## config.mk

```make
export PLATFORM = sky130hd
export DESIGN_NAME = response_handler
export DESIGN_NICKNAME = d
export VERILOG_FILES = /design/src/rtl/response_handler_pkg.sv /design/src/rtl/response_handler.sv
export SDC_FILE = /design/constraint.sdc
export NUM_CORES = 1
export LEC_CHECK = 0
export ABC_AREA = 1
export BUFFER_PORTS_ARGS = -buffer_cell sky130_fd_sc_hd__buf_2
export CORE_MARGIN = 4
export CORE_UTILIZATION = 46
export DETAILED_ROUTE_END_ITERATION = 7
export PLACE_DENSITY_LB_ADDON = 0.25
export SETUP_SLACK_MARGIN = 0.3
export SYNTH_ARGS = -nofsm -noshare
export SYNTH_HDL_FRONTEND = slang
export SYNTH_SLANG_ARGS = --single-unit
```

## constraint.sdc

```tcl
create_clock -name clock -period 2.7 [get_ports clock]
set_input_delay 0.405 -clock clock [delete_from_list [all_inputs] [get_ports clock]]
set_output_delay 0.405 -clock clock [all_outputs]
set_load 0.01 [all_outputs]
```

## src/rtl/response_handler_pkg.sv

```systemverilog
// ============================================================
// response_handler_pkg: shared state encoding and byte width. Rev 1.0
// ============================================================
`default_nettype none

package response_handler_pkg;

  localparam int unsigned C_BYTE_W = 8;

  typedef logic [C_BYTE_W-1:0] byte_t;

  // Encoding is visible on debug_state and decoded by the transmit path.
  typedef enum logic [1:0] {
    IDLE      = 2'b00,
    SEND_CODE = 2'b01,
    SEND_DATA = 2'b10,
    DONE      = 2'b11
  } state_e;

endpackage

`default_nettype wire

```

## src/rtl/response_handler.sv

```systemverilog
// ============================================================
// response_handler: two-byte code/data response sequencer. Rev 1.0
// ============================================================
`default_nettype none

module response_handler
  import response_handler_pkg::*;
#(
  parameter int unsigned HOLD_CYCLES = 1
) (
  input  logic                clock,
  input  logic                reset,
  input  logic                enable,
  input  logic [C_BYTE_W-1:0] response_code,
  input  logic [C_BYTE_W-1:0] response_data,
  output logic                has_response,
  output logic [C_BYTE_W-1:0] response,
  output logic [1:0]          debug_state
);

  localparam logic [7:0] C_HOLD_LAST = 8'(HOLD_CYCLES - 1);

  state_e     state_q, state_d;
  logic [7:0] cnt_q, cnt_d;
  byte_t      code_q, code_d;
  byte_t      data_q, data_d;
  byte_t      response_q, response_d;
  logic       has_response_q, has_response_d;
  logic       w_hold_done;

  // cnt_q counts completed cycles in the current state, so the last hold cycle is HOLD_CYCLES-1.
  assign w_hold_done = (cnt_q >= C_HOLD_LAST);

  always_comb begin
    state_d        = state_q;
    cnt_d          = cnt_q + 8'd1;
    code_d         = code_q;
    data_d         = data_q;
    has_response_d = 1'b0;

    case (state_q)
      IDLE: begin
        cnt_d = 8'd0;
        if (enable) begin
          state_d        = SEND_CODE;
          code_d         = response_code;
          has_response_d = 1'b1;
        end
      end
      SEND_CODE: begin
        if (!enable) begin
          state_d = IDLE;
          cnt_d   = 8'd0;
        end else if (w_hold_done) begin
          state_d        = SEND_DATA;
          data_d         = response_data;
          has_response_d = 1'b1;
          cnt_d          = 8'd0;
        end
      end
      SEND_DATA: begin
        if (!enable) begin
          state_d = IDLE;
          cnt_d   = 8'd0;
        end else if (w_hold_done) begin
          state_d = DONE;
          cnt_d   = 8'd0;
        end
      end
      DONE: begin
        cnt_d = 8'd0;
        if (!enable) begin
          state_d = IDLE;
        end
      end
      default: begin
        state_d = IDLE;
        cnt_d   = 8'd0;
      end
    endcase

    // The presented byte follows the state being entered, so it is valid on the transition edge.
    case (state_d)
      SEND_CODE: response_d = code_d;
      SEND_DATA: response_d = data_d;
      default:   response_d = '0;
    endcase
  end

  always_ff @(posedge clock) begin
    if (reset) begin
      state_q        <= IDLE;
      cnt_q          <= 8'd0;
      code_q         <= '0;
      data_q         <= '0;
      response_q     <= '0;
      has_response_q <= 1'b0;
    end else begin
      state_q        <= state_d;
      cnt_q          <= cnt_d;
      code_q         <= code_d;
      data_q         <= data_d;
      response_q     <= response_d;
      has_response_q <= has_response_d;
    end
  end

  assign has_response = has_response_q;
  assign response     = response_q;
  assign debug_state  = state_q;

endmodule

`default_nettype wire

```

==> flow_metrics.tcl, run 1 <==
set metrics [dict create \
    p_switching_uw 195.6 \
    dr.first_iter.drc_count 19 \
    synth_xor_area_share_pct 0 \
    synthTopCellsByCount "inv_1, nand3_1, nand2_1" \
    worst-endpoint-required_ns 2.96 \
    grt_pass1_wl_mm 3.926 \
    die_h_um 58.59 \
    cts_hold_buf 0 \
    worstPathArrival_ns 2.02 \
    clock_skew_ns 0.003655 \
    clkPwrFrac_pct 24.2 \
    hold_violations 0 \
    synth_top_family_by_area "simple AND/OR/NAND/NOR gates" \
    cts_tree "built" \
    ant_nets 0 \
    maxSlewViolCount 0 \
    tightest_slew_ns 0.3670 \
    dieArea_um2 3433 \
    clock.fmax_ghz 0.5665 \
    comb_power_share_pct 16.1 \
    core_um2 2455 \
    synthMuxAreaShare_pct 0 \
    fin_crit_ns 1.765 \
    cts_inserted_buffers 3 \
    cts.sinks 27 \
    clockBufferDepth 2 \
    cts-root-buf "clkbuf_4" \
    crit_type "reg -> reg" \
    drive_above_1_share_pct 18.27 \
    synth-compound-area-share_pct 3.401 \
    syn_area_um2 1177 \
    wl_per_cell_um 10.27 \
    synthCells 171 \
    start_util_pct 47.96 \
    final_util_pct 55.15 \
    layout.nets 219 \
    clk_pin_slew_ns 0.14 \
    hold_class "in -> reg" \
    std_cell_rows 18 \
    fin_ws_ns 0.9349 \
    yosysTopAreaCell "dfxtp_1" \
    diodes 0 \
    via_per_inst 4.612 \
    worstSkewPairLatency_ns 0.31 \
    drcViolationCount 0 \
    via_count 1047 \
    pre_cts_ws_ns 0.7524 \
    ir_drop_mv 0.3767 \
    status "finished clean" \
    syn2layout_area_growth_pct 14.98 \
    synth-simple-area-share_pct 34.01 \
    grt_setup_unrepaired "no" \
    synthFlopType "dfxtp_1" \
    synth_area_leaders "dfxtp_1, nand3_1, inv_1" \
    setup_viol 0 \
    max_cap_viol_count 0 \
    die_w_um 58.59 \
    grt_pass1_vias 945 \
    ys_types 16 \
    fill_cells 264 \
    syn_nets 192 \
    grt_usage_pct 14.75 \
    critPathLaunchType "flop" \
    yosysWarnings 0 \
    gp_congestion 0.7699 \
    ctsResizeCount 0 \
    place_hpwl_mm 1.816 \
    ys_seq_elements 27 \
    wl_mm 2.332 \
    timing.final.crit_share_pct 65.38 \
    powerDensity_nw_per_um2 529.6 \
    fin_tns_setup_ns 0 \
    slew_headroom_pct 75.53 \
    overflow 0 \
    internal_power_uw 521.4 \
    end_kind "flop" \
    yosysMostFrequentCell "inv_1" \
    netlist.area_leader.share_pct 45.91 \
    async_reset_ff_share_pct 0 \
    multiInputGateArea_um2 465.4 \
    drtPass1Iterations 6 \
    pwr-share-seq_pct 59.7 \
    leakage_uw 0.0007255 \
    synth_seq_area_share_pct 45.91 \
    grt_max_degree 21 \
    port_buffers 29 \
    worstPathMaxFanout 9 \
    post-cts-setup-buffers 0 \
    switching_share_pct 27.28 \
    synth_edf_count 0 \
    synth-adder-area-share_pct 2.125 \
    htreeDepth 1 \
    syn_avg_cell_area_um2 6.885 \
    seqCellArea_um2 540.5 \
    ios 30 \
    antenna_found_initial 0 \
]
[layer usage]
layer	wire length (µm)	GRT usage (%)	up-vias
met5	0	0	-
met4	17	4.854	0
met3	91	3.509	2
met2	1083	24.40	15
met1	1140	18.87	460
li1	-	-	570
[critical path, cell delays in order, from the launching register on]
cell and delay [ns]:
dfxtp_1 0.44, inv_1 0.07, nor2_2 0.28, nor2_1 0.11
inv_1 0.10, ha_1 0.22, or2_2 0.36, a21oi_1 0.13
[layout make-up]
type,count,area share [%]
multi-input cells,100,34.38
clock buffers,4,1.941
inverters,37,10.26
repair buffers,29,10.72
well taps,30,2.773
flip-flops and latches,27,39.93
[through the flow]
stage | instances | hold slack, ns | power, µW | area [µm²]
global placement | 223 | 0.5094 | 550.6 | 1328
floorplan | 171 | 0.4924 | 520.1 | 1177
global route | 227 | 0.4203 | 764.8 | 1354
finish | 227 | 0.4166 | 717.0 | 1354
detailed placement | 223 | 0.5126 | 553.5 | 1328
CTS | 227 | 0.4149 | 724.0 | 1354
[final timing paths]
path,start,end,slack (ns),cells past startpoint
worst max-delay path,debug_state[0],response[5],0.93,7
worst min-delay path,response_data[0],data_q[0],0.42,5
worst max register to register,debug_state[0],response[5],0.93,7
worst min register to register,code_q[7],code_q[7],0.53,4
[cells by family (layout without fill, tap and decap cells)]
family	count (synthesis)	after routing
and+or+nand+nor	90	90
buffers and inverters	44	70
DFF	27	27
AOI/OAI and AO/OA	8	8
adders and majority gates	2	2
[cells in the final DEF (no fill, tap or decap)]
cell type and instances:
nor2_2 1, nor2_1 20, a21oi_1 8, clkbuf_4 3
nand2_1 32, or2_2 1, nor3_1 1, inv_1 37
buf_2 29, nor2_4 1, dfxtp_1 27, nand2_4 1
ha_1 2, clkbuf_1 1, nand3_1 33
[power groups by stage]
stage	Clock [µW]	Combinational, µW	Sequential (µW)
global route	200	134	431
detailed placement	0	116	437
global placement	0	114	437
floorplan	0	81.0	439
finish	173	116	428
CTS	179	117	429
[sequential cells by signal (all words and copies together) (netlist names)]
register,flops
code_q,8
data_q,8
response,8
debug_state,2
has_response,1
Power figures use the tool's default switching activity.
==> run 2, diff against run 1 <==
==> constraint.sdc (replaced) <==
create_clock -name clock -period 1.7 [get_ports clock]
set_input_delay 0.255 -clock clock [delete_from_list [all_inputs] [get_ports clock]]
set_output_delay 0.255 -clock clock [all_outputs]
set_load 0.01 [all_outputs]
==> run 2 against run 1 <==
Against the previous run: via count up 5.5%; sequential power up 59%; die area unchanged; critical path depth unchanged; critical path type unchanged; critical endpoint is now response[1]; clock-buffer cell count down 1; cell count up 1.3%; register-to-register slack worse by 0.65 ns.
==> flow_metrics.tcl, run 2 (same netlist as run 1, synthesis figures left out) <==
set metrics [dict create \
    worstSkewPairLatency_ns 0.32 \
    diodes 0 \
    final_cell_mix "inv_1, nand3_1, nand2_1" \
    port_buffers 29 \
    grt_max_degree 21 \
    ant_nets 0 \
    grt_setup_unrepaired "yes" \
    wl_mm 2.431 \
    overflow 0 \
    start_util_pct 47.96 \
    grt_pass1_wl_mm 4.195 \
    fill_cells 235 \
    leakage_uw 0.0007451 \
    hold_violations 0 \
    clk_pin_slew_ns 0.15 \
    slew_headroom_pct 74.93 \
    crit_type "reg -> reg" \
    worst-endpoint-required_ns 1.96 \
    drtPass1Iterations 4 \
    maxSlewViolCount 0 \
    status "finished clean" \
    grt_usage_pct 15.83 \
    via_per_inst 4.804 \
    die_h_um 58.59 \
    clock_skew_ns 0.01497 \
    worstPathArrival_ns 1.68 \
    grt_pass1_vias 1073 \
    place_hpwl_mm 1.865 \
    cts_inserted_buffers 3 \
    worstPathMaxFanout 8 \
    finalPower_uw 1155 \
    fin_crit_ns 1.419 \
    final_common_cell "inv_1" \
    die_w_um 58.59 \
    gp_congestion 0.7876 \
    drive_above_1_share_pct 26.00 \
    end_kind "flop" \
    critPathLaunchType "flop" \
    whs_ns 0.2594 \
    tightest_slew_ns 0.3760 \
    setup_viol 0 \
    max_cap_viol_count 0 \
    timing.final.crit_share_pct 83.47 \
    clock.fmax_ghz 0.7047 \
    ir_drop_mv 0.4235 \
    hold_class "in -> reg" \
    drcViolationCount 0 \
    dr.first_iter.drc_count 51 \
    final_util_pct 58.05 \
    via_count 1105 \
    cts_tree "built" \
    antenna_found_initial 0 \
    powerDensity_nw_per_um2 810.7 \
    core_um2 2455 \
    syn2layout_area_growth_pct 21.04 \
    std_cell_rows 18 \
    finalNonFillerCells 230 \
    cts.sinks 27 \
    layout.nets 222 \
    ios 30 \
    htreeDepth 1 \
    clockBufferDepth 2 \
    dieArea_um2 3433 \
    fin_tns_setup_ns 0 \
    placed_cells 225 \
    wl_per_cell_um 10.57 \
    cts-root-buf "clkbuf_4" \
]
run 2: cell count changes in the layout (fill, tap and decap cells not counted), moves of 2 or more:
cell,before,now
a21oi_1,8,0
a21oi_2,0,8
buf_4,0,3
dfxtp_1,27,25
dfxtp_4,0,2
run 2: worst max-delay path, cell delays in order, from the launching register on:
cell and delay (ns):
dfxtp_4 0.39, inv_2 0.06, nor2_4 0.04, nor2_2 0.12, inv_1 0.07, ha_1 0.27, or2_4 0.31, a21oi_2 0.11
run 2: path summary, 6_finish.rpt:
kind,from,endpoint,slack (ns),depth (start not counted)
max reg2reg,debug_state[0],response[1],0.28,7
min,response_code[7],code_q[7],0.26,5
min reg2reg,debug_state[1],has_response,0.52,1
max,debug_state[0],response[1],0.28,7
run 2: layout make-up:
class / instances / area, µm² / share of cell area [%]
timing repair buffer: 32 / 167.7 / 11.76
clock inverter: 1 / 5.005 / 0.3512
multi-input combinational: 100 / 505.5 / 35.47
inverter: 37 / 138.9 / 9.745
tap: 30 / 37.54 / 2.634
sequential: 27 / 548.0 / 38.45
clock buffer: 3 / 22.52 / 1.580
run 2: metal layers:
metal,wire [µm],global-route usage (%),part of all wire (%)
met5,0,0,0
met4,32,7.443,1.3
met3,165,3.289,6.8
met2,1161,26.95,48
met1,1072,19.00,44
run 2: through the flow:
stage | worst slack [ns] | cell area (µm²)
after CTS | 0.3036 | 1425
final | 0.2810 | 1425
after global placement | 0.2757 | 1388
after global routing | 0.2127 | 1425
after detailed placement | 0.2287 | 1388
after floorplan | 0.2687 | 1230
run 2: repair_timing:
| action | 4_1_cts | 5_1_grt |
|---|---|---|
| hold buffers | 0 | 0 |
| pin swaps | 1 | 2 |
| resized for setup | 1 | 0 |
| setup buffers | 1 | 0 |
| setup endpoints to repair | 8 | 8 |
run 2: power breakdown:
group | internal (µW) | switching [µW] | total, µW
Combinational | 78.5 | 125 | 204
Clock | 87.9 | 185 | 273
Sequential | 667 | 12.1 | 679
Total | 833 | 322 | 1160
